$ cat src/rtl/hzdm_pkg.sv
// Shared types and constants for the hzdm hazard/issue controller.
package hzdm_pkg;

    localparam int NUM_REGS         = 32;
    localparam int REG_ADDR_W       = 5;
    localparam int MAX_INFLIGHT_DEF = 3;
    localparam int CNT_W_DEF        = 2;

    typedef enum logic [1:0] {
        RUN    = 2'd0,
        DRAIN  = 2'd1,
        HALTED = 2'd2
    } hzdm_state_t;

endpackage

$ cat src/rtl/hzdm_sb.sv
// Per-register pending-write counters for x1..x31; x0 is never tracked.
import hzdm_pkg::*;

module hzdm_sb #(
    parameter int MAX_INFLIGHT = MAX_INFLIGHT_DEF,
    parameter int CNT_W        = CNT_W_DEF
) (
    input  logic                  clk,
    input  logic                  rst_n,
    input  logic                  inc_en,
    input  logic [REG_ADDR_W-1:0] inc_addr,
    input  logic                  dec_en,
    input  logic [REG_ADDR_W-1:0] dec_addr,
    output logic [NUM_REGS-1:0]   pend,
    output logic [NUM_REGS-1:0]   full,
    output logic                  all_zero,
    output logic                  underflow
);

    localparam logic [CNT_W-1:0] MAX_C = CNT_W'(MAX_INFLIGHT);

    logic [CNT_W-1:0]    cnt [1:NUM_REGS-1];
    logic [NUM_REGS-1:0] uf;

    assign pend[0] = 1'b0;
    assign full[0] = 1'b0;
    assign uf[0]   = 1'b0;

    for (genvar r = 1; r < NUM_REGS; r++) begin : g_reg
        logic inc_r;
        logic dec_r;

        assign inc_r = inc_en && (inc_addr == REG_ADDR_W'(r));
        assign dec_r = dec_en && (dec_addr == REG_ADDR_W'(r));

        // Simultaneous issue and retire on the same register cancel out.
        always_ff @(posedge clk) begin
            if (!rst_n) begin
                cnt[r] <= '0;
            end else if (inc_r && !dec_r) begin
                cnt[r] <= cnt[r] + 1'b1;
            end else if (dec_r && !inc_r && cnt[r] != '0) begin
                cnt[r] <= cnt[r] - 1'b1;
            end
        end

        assign pend[r] = (cnt[r] != '0);
        assign full[r] = (cnt[r] == MAX_C);
        assign uf[r]   = dec_r && !inc_r && (cnt[r] == '0);
    end

    assign all_zero  = ~|pend;
    assign underflow = |uf;

endmodule

$ cat src/rtl/hzdm.sv
// Hazard and issue controller: gates the decode-to-execute handshake on
// scoreboard hazards, taken branches and a drain/quiesce sequence.
import hzdm_pkg::*;

module hzdm #(
    parameter int MAX_INFLIGHT = MAX_INFLIGHT_DEF,
    parameter int CNT_W        = CNT_W_DEF
) (
    input  logic                  clk_i,
    input  logic                  rst_i,
    input  logic                  dec_valid_i,
    output logic                  dec_ready_o,
    input  logic [REG_ADDR_W-1:0] dec_rs1_i,
    input  logic                  dec_rs1_used_i,
    input  logic [REG_ADDR_W-1:0] dec_rs2_i,
    input  logic                  dec_rs2_used_i,
    input  logic [REG_ADDR_W-1:0] dec_rd_i,
    input  logic                  dec_rd_write_i,
    output logic                  issue_valid_o,
    input  logic                  issue_ready_i,
    input  logic                  branch_i,
    output logic                  flush_o,
    input  logic                  wb_write_i,
    input  logic [REG_ADDR_W-1:0] wb_addr_i,
    input  logic                  quiesce_i,
    output logic                  quiesced_o,
    output logic                  error_o,
    output logic [1:0]            dbg_state_o
);

    // Handshake: an instruction moves to exm in a cycle where issue_valid_o
    // and issue_ready_i are both high; dec_ready_o tells decm it may advance.
    // Both depend only on registered counters, never on this cycle's retire.

    hzdm_state_t         state;
    logic                quiesced_q;
    logic                error_q;
    logic [NUM_REGS-1:0] pend_vec;
    logic [NUM_REGS-1:0] full_vec;
    logic                all_zero;
    logic                underflow;
    logic                hazard;
    logic                block;
    logic                fire;
    logic                inc_en;

    hzdm_sb #(
        .MAX_INFLIGHT(MAX_INFLIGHT),
        .CNT_W       (CNT_W)
    ) u_sb (
        .clk      (clk_i),
        .rst_n    (rst_i),
        .inc_en   (inc_en),
        .inc_addr (dec_rd_i),
        .dec_en   (wb_write_i),
        .dec_addr (wb_addr_i),
        .pend     (pend_vec),
        .full     (full_vec),
        .all_zero (all_zero),
        .underflow(underflow)
    );

    assign hazard = (dec_rs1_used_i & pend_vec[dec_rs1_i])
                  | (dec_rs2_used_i & pend_vec[dec_rs2_i])
                  | (dec_rd_write_i & (dec_rd_i != '0) & full_vec[dec_rd_i]);

    assign block         = hazard | branch_i | (state != RUN);
    assign issue_valid_o = rst_i & dec_valid_i & ~block;
    assign dec_ready_o   = rst_i & issue_ready_i & ~block;
    assign fire          = issue_valid_o & issue_ready_i;
    assign inc_en        = fire & dec_rd_write_i;
    assign flush_o       = rst_i & branch_i;

    always_ff @(posedge clk_i) begin
        if (!rst_i) begin
            state      <= RUN;
            quiesced_q <= 1'b0;
            error_q    <= 1'b0;
        end else begin
            if (underflow) begin
                error_q <= 1'b1;
            end
            case (state)
                RUN: begin
                    if (quiesce_i) begin
                        state <= DRAIN;
                    end
                end
                DRAIN: begin
                    // Dropping the request wins over completing the drain.
                    if (!quiesce_i) begin
                        state <= RUN;
                    end else if (all_zero && !inc_en) begin
                        state      <= HALTED;
                        quiesced_q <= 1'b1;
                    end
                end
                HALTED: begin
                    if (!quiesce_i) begin
                        state      <= RUN;
                        quiesced_q <= 1'b0;
                    end
                end
                default: begin
                    state      <= RUN;
                    quiesced_q <= 1'b0;
                end
            endcase
        end
    end

    assign quiesced_o  = rst_i & quiesced_q;
    assign error_o     = error_q;
    assign dbg_state_o = state;

endmodule

$ cat config.mk
export PLATFORM = sky130hd
export DESIGN_NAME = hzdm
export DESIGN_NICKNAME = d
export VERILOG_FILES = /design/src/rtl/hzdm_pkg.sv /design/src/rtl/hzdm_sb.sv /design/src/rtl/hzdm.sv
export SDC_FILE = /design/constraint.sdc
export NUM_CORES = 1
export LEC_CHECK = 0
export CORE_UTILIZATION = 56
export CTS_CLUSTER_DIAMETER = 60
export DETAILED_ROUTE_END_ITERATION = 7
export PLACE_DENSITY = 0.79
export SLEW_MARGIN = 40
export SYNTH_ARGS = -nofsm -noshare
export SYNTH_HDL_FRONTEND = slang
export SYNTH_SLANG_ARGS = --single-unit
$ cat constraint.sdc
create_clock -name clk_i -period 3.2 [get_ports clk_i]
set_clock_uncertainty 0.15 [all_clocks]
set_input_delay 0.64 -clock clk_i [delete_from_list [all_inputs] [get_ports clk_i]]
set_output_delay 0.64 -clock clk_i [all_outputs]
set_load 0.05 [all_outputs]
## After elaboration in Yosys (flattened, before gate mapping)

Memory sizes are Yosys's and may differ from the RTL's.
Cells that the tools add are included.

| storage, ports and cells | value |
|---|---|
| register bits | 4 |
| memory bits (writable) | 62 |
| bits of input ports | 30 |
| output and inout port bits | 7 |
| word-level logic and storage cells | 864 |
| memories kept | 1 |

| cells by class | value |
|---|---|
| add/sub/neg operators | 62 |
| magnitude comparators | 3 |
| equality and inequality tests | 100 |
| multiplexer cells | 295 |
| bitwise logic cells | 80 |
| reduce and logical (&&, ||, !) cells | 320 |

Memories:

| name | words | width | read ports | clocked after memory_dff | wr ports | RTL line | source |
|---|---|---|---|---|---|---|---|
| u_sb.cnt | 31 | 2 | 31 | 0 | 31 | hzdm_sb.sv:22 | `logic [CNT_W-1:0] cnt [1:NUM_REGS-1];` |

Operator list:

| operator | count |
|---|---|
| $mux 1 | 224 |
| $logic_and 1x1->1 | 187 |
| $eq 5x5->1 const B | 32 |
| $mux 2 | 66 |
| $eq 5x4->1 const B | 16 |
| $or 1x1->1 | 66 |
| $eq 2x2->1 const B | 32 |
| $logic_not 1->1 | 64 |
| $logic_not 2->1 | 32 |
| $reduce_bool 2->1 | 32 |
| $add 2x1->2 const B | 31 |
| $reduce_or 31->1 | 2 |
| $sub 2x1->2 const B | 31 |
| $eq 5x3->1 const B | 8 |
| $eq 5x2->1 const B | 4 |
| $lt 5x6->1 const B | 3 |
| $bmux 1 s5 | 3 |
| $and 1x1->1 | 12 |
| $eq 5x1->1 const B | 2 |
| $ne 2x2->1 const B | 4 |
| $pmux 2 s3 | 1 |
| $reduce_bool 5->1 | 1 |
| $reduce_and 4->1 | 1 |
| $ne 3x3->1 const B | 1 |
| 4 further kinds | 5 |

## Longest topological paths before layout

An unclocked memory read counts as a cell.

| logic depth | value |
|---|---|
| depth in word-level cells | 22 |
| mapped depth | 14 |
| mapped depth without buffers | 11 |

## Hierarchy

From an unflattened synthesis, not the netlist that was laid out.

| unflattened totals | value |
|---|---|
| cell total of the unflattened synthesis | 716 |
| area total of the unflattened synthesis | 6483.7 um^2 |

By module, submodules not included:

| module | times used | cells an instance | area each (um^2) | seq. area each (um^2) |
|---|---|---|---|---|
| hzdm_sb | 1 | 613 | 5381.4 | 1861.8 |
| hzdm | 1 | 103 | 1102.3 | 80.1 |

## Worst setup path after synthesis

No wires, ideal clock.

| path | value |
|---|---|
| path kind | input -> output |
| start point | input port dec_rs2_i[2] |
| end point | output port dec_ready_o |
| data arrival time | 2834 ps |
| required time | 2410 ps |
| slack | -424 ps |
| cell stages on the path | 10 |
| buffers on the path | 4 |
| path through | buf_4 buf_6 mux2i_1 mux4_2 a22oi_1 and4_4 buf_6 and3_4 buf_2 and3_1 |

| between the ends | value |
|---|---|
| longest elaborated chain between the ends | 9 |

RTL lines:

| item | RTL line | source |
|---|---|---|
| start, declared | hzdm.sv:15 | `input logic [REG_ADDR_W-1:0] dec_rs2_i,` |
| $bmux 1 s5 | hzdm.sv:64 | `\| (dec_rs2_used_i & pend_vec[dec_rs2_i])` |
| $mux 1 (implied by the code) | hzdm.sv:64 |  |
| $and 1x1->1 | hzdm.sv:64 |  |
| $or 1x1->1 | hzdm.sv:64 |  |
| $or 1x1->1 | hzdm.sv:65 | `\| (dec_rd_write_i & (dec_rd_i != '0) & full_vec[dec_rd_i]);` |
| $or 1x1->1 (2 in a row) | hzdm.sv:67 | `assign block = hazard \| branch_i \| (state != RUN);` |
| $not 1->1 | hzdm.sv:69 | `assign dec_ready_o = rst_i & issue_ready_i & ~block;` |
| $and 1x1->1 | hzdm.sv:69 |  |
| end, declared | hzdm.sv:12 | `output logic dec_ready_o,` |

No other way between the ends. The select of a mux whose other input is x is not followed.

==> run summary <==
The run finished, with violations left. The final reports fail on design-rule violations, negative setup slack. The number of stages on the worst setup path was 11. The proportion of synthesized flip-flops having asynchronous set or reset is 0%. The kind of launch point of the worst setup path was a flop. Number of register bits inferred by synthesis: 66. The logs give 0.374 mV for the peak supply drop and 89.9% for the final core utilization. The pre-antenna-repair detailed-routing pass consisted of 8 iterations.

For the pre-CTS setup slack, the log shows -792 ps. The hold violation count in the final report came out at 0. The highest net fanout along the worst path is 3.

In this run, CTS created clock tree buffers numbering 9. The sequential cells in the finished layout cover a total of 1940 um^2. The logs give 276 MHz for the highest clock rate and 1.15 for the final weighted congestion in routability-driven placement.

The tools report the final antenna-violating net count as 0. Summing the areas of all fa, ha and maj instances in the mapped netlist gives 12.0% of the synthesized area. The mapped cell area was 6440 um^2; the clock net sink count was 66. Synthesis produced 728 cells. The number of cells traversed by the worst register-to-register path came out at 11.

Net switching is 31.3% of the power. Measured along the x axis, the die boundary spans 109 um. The signal on the critical path passes through ha_2 -> mux2i_1 -> mux4_2 -> a2111o_1 -> and4_4 -> buf_4 -> buf_4 -> nand4_1 -> nor3b_2 -> nand2_1 -> a21oi_1.

The area growth from synthesis to layout was 53.8%. For this run, the post-layout net count is 1,081. Power spread over the standard cell area amounts to 280 nW/um^2. The number of distinct library cells after synthesis was 69. Among all flip-flop cells after synthesis, the most frequent one is sky130_fd_sc_hd__edfxtp_1. Final routed DRC violation total: 51. The most frequent standard cell in the layout excluding fill and tap cells was sky130_fd_sc_hd__buf_4.

Quantity of hold-fixing buffers added after cts: 0. The share of the Yosys chip area taken by registers is 30.1%. Cell area after layout: 9910 um^2. The library cells used most frequently in the layout, excluding fill and tap cells, are sky130_fd_sc_hd__buf_4, sky130_fd_sc_hd__nand2_1, sky130_fd_sc_hd__edfxtp_1, sky130_fd_sc_hd__inv_1, sky130_fd_sc_hd__nor2_1. For the initial antenna violation count, the log shows 2. The setup path with the least slack is of type flop to flop. Dividing the detail-routed via count by the number of cells gives 7.02.

Total power for the finished layout comes to 2.77 mW. The total number of placement rows is 38. The total overflow left after global routing is 0.

The via count of the first global-routing pass was 7,386. The tools report the total routing resource utilization after global routing as 45.8%. Setup repair after global routing could not meet its margin everywhere. The multi-input combinational cells in the finished layout cover a total of 4810 um^2. Registers are responsible for 36.2% of the overall power. Net count after synthesis: 820. TritonCTS built the clock tree. The placed instances occupy a cell area of 8490 um^2. The final critical path takes up 113% of the cycle.

Clock-pin slew was measured on the worst setup and hold paths at 60 ps. Combinational cells account for 29.0% of the total power. Across the run, the number of max-cap violations was 0. The core outline area came out at 11,000 um^2. The starting utilization of the core area was 58.4%. The HPWL reported at the end of detailed placement is 19,800 um. The tools report the CTS root buffer as sky130_fd_sc_hd__clkbuf_16.

At the worst endpoint, the required time is 3140 ps. The clock period minus final worst setup slack is 3620 ps, and the clock power share is 34.8%. The run gives 350 ps as the insertion delay of the later-clocked pin in the worst-skew pair.

On the worst path, the slowest cell contributes a delay of 530 ps. The fraction of synthesized cell area in xor and xnor cells was 0%; the compound-gate portion of the synthesized area was 12.5%. The maximum clock path buffer count is 2, and the internal power component is 1.91 mW. The endpoint class of the critical path is a flop. Quantity of I/O buffers inserted on ports: 36. The routed length per instance is 27.4 um, and the largest net degree at the start of global routing is 28.

At the pin with the least slew margin, the transition time is 921 ps. The first global-routing pass estimated 39,800 um of wire. The combinational family with the most area after synthesis was simple AND/OR/NAND/NOR gates. The DRC violation total after the first TritonRoute iteration came out at 1,623. The run gives 3 as the H-tree level count. The tools report the total of fill cells in the finished design as 494.

The slowest stage of the critical path is the sky130_fd_sc_hd__mux4_2 cell. The worst pin sits at a relative slew slack of 38.0%. For this design the total switching power over the nets is 0.867 mW. The worst hold path was traced through 2 stages. The number of max-slew violations in the final report was 0. Yosys printed 0 warnings. Of the post-synthesis cell area, the part taken by muxes is 12.8%. The count of flip-flops with a built-in enable after synthesis was 62. The routed layout has 7,975 vias. The number of top-level pins came out at 37. Averaged over all synthesized cells, the footprint is 8.85 um^2. For the arrival time of data at the critical path endpoint, the log shows 3550 ps. The die extent in y was 109 um. The worst setup slack after layout was -417 ps. Setup violations remaining at the end of the flow were counted as 125. Counting both buffers and inverters, the worst setup path holds a total of 2. The cell that appears most often on the critical path is sky130_fd_sc_hd__buf_4. The class of the tightest hold or removal check is flop to flop. After detailed routing, the total wire length is 31,100 um. The post-route netlist has 43.9% of its cells at a drive strength greater than 1.

The cell family contributing the most delay on the critical path was compound AO/OA/AOI/OAI gates. Share of synthesized cell area in and, or, nand and nor gates: 25.5%. The logs give 11,900 um^2 for the floorplan die area and 4.18 nW for the leakage power.
## cells in the mapped netlist, types with 7 or more instances
cell | instances | area, um^2
sky130_fd_sc_hd__ha_1 | 62 | 776
sky130_fd_sc_hd__mux2_2 | 9 | 101
sky130_fd_sc_hd__clkbuf_1 | 28 | 105
sky130_fd_sc_hd__a21oi_1 | 29 | 145
sky130_fd_sc_hd__nor2_1 | 45 | 169
sky130_fd_sc_hd__nand3b_1 | 14 | 105
sky130_fd_sc_hd__and3_1 | 12 | 75.1
sky130_fd_sc_hd__nand2_1 | 83 | 312
sky130_fd_sc_hd__nand4_1 | 20 | 125
sky130_fd_sc_hd__inv_1 | 72 | 270
sky130_fd_sc_hd__mux2i_1 | 41 | 410
sky130_fd_sc_hd__mux4_2 | 14 | 315
sky130_fd_sc_hd__nor3_1 | 27 | 135
sky130_fd_sc_hd__edfxtp_1 | 62 | 1860
sky130_fd_sc_hd__nand2b_1 | 14 | 87.6
sky130_fd_sc_hd__nor3b_1 | 7 | 52.6
sky130_fd_sc_hd__a31oi_1 | 7 | 43.8
sky130_fd_sc_hd__nand3_1 | 42 | 210
sky130_fd_sc_hd__nor2b_1 | 9 | 56.3
sky130_fd_sc_hd__o21ai_0 | 16 | 80.1
## through the flow
step | hold slack (ps) | TNS, ps | instances
after floorplan | 298 | -1990 | 728
after global placement | 316 | -68900 | 1066
after detailed placement | 340 | -76430 | 1066
after CTS | 350 | -781 | 1115
after global routing | 407 | -42880 | 1136
final | 383 | -29020 | 1136
## cell type report
cell class / count / area share (%)
Multi-Input combinational cell: 554 / 48.5
Tap cell: 140 / 1.77
Timing Repair Buffer: 286 / 24.5
Sequential cell: 66 / 19.6
Clock inverter: 3 / 0.164
Antenna cell: 2 / 0.0505
Inverter: 72 / 2.73
Clock buffer: 13 / 2.63
## per-layer routing
layer / wire (um) / share of wire, % / global-route usage [%] / vias up
met5: 69 / 0.22 / 0 / -
li1: - / - / - / 3230
met4: 2850 / 9.2 / 29.7 / 4
met2: 13100 / 42 / 71.3 / 782
met3: 4990 / 16 / 14.2 / 281
met1: 10000 / 32 / 54.6 / 3678
## tightest hold or removal path: stages, from the launching register on
cell                      delay, ps
sky130_fd_sc_hd__dfxtp_1        330
sky130_fd_sc_hd__a21oi_1         70
sky130_fd_sc_hd__nor2_1          90
## power by group through the flow
stage / Combinational, mW / Sequential [mW] / Clock (mW)
floorplan: 0.307 / 1.02 / 0
global placement: 0.601 / 1.01 / 0
detailed placement: 0.615 / 1.02 / 0
CTS: 0.684 / 0.999 / 0.942
global route: 0.824 / 1.01 / 0.988
finish: 0.804 / 1.00 / 0.966
## logic make-up (layout without fill, tap and decap cells)
group,count (synthesis),count (layout)
AO/OA/AOI/OAI,113,113
adder cells (fa/ha/maj),62,62
buffers and inverters,108,374
flip-flops,66,66
multiplexers,64,64
other,0,2
AND/OR/NAND/NOR,315,315
## path summary, 6_finish.rpt
path,start,end,slack [ps]
worst max-delay path,u_sb.cnt[13][0],u_sb.cnt[1][0],-420
worst max register to register,u_sb.cnt[13][0],u_sb.cnt[1][0],-420
worst min register to register,quiesced_q,quiesced_q,380
worst min-delay path,quiesced_q,quiesced_q,380
## sequential cells by signal, indices dropped and copies added (netlist names)
register     flops
dbg_state_o      2
error_o          1
quiesced_q       1
u_sb.cnt        62
## timing repair
action,in CTS,in global routing
cloned,2,0
buffers inserted,31,19
pin swaps,21,34
resized for setup,92,99
setup endpoints to repair,126,121
No activity file was read; power rests on OpenSTA's default activity.
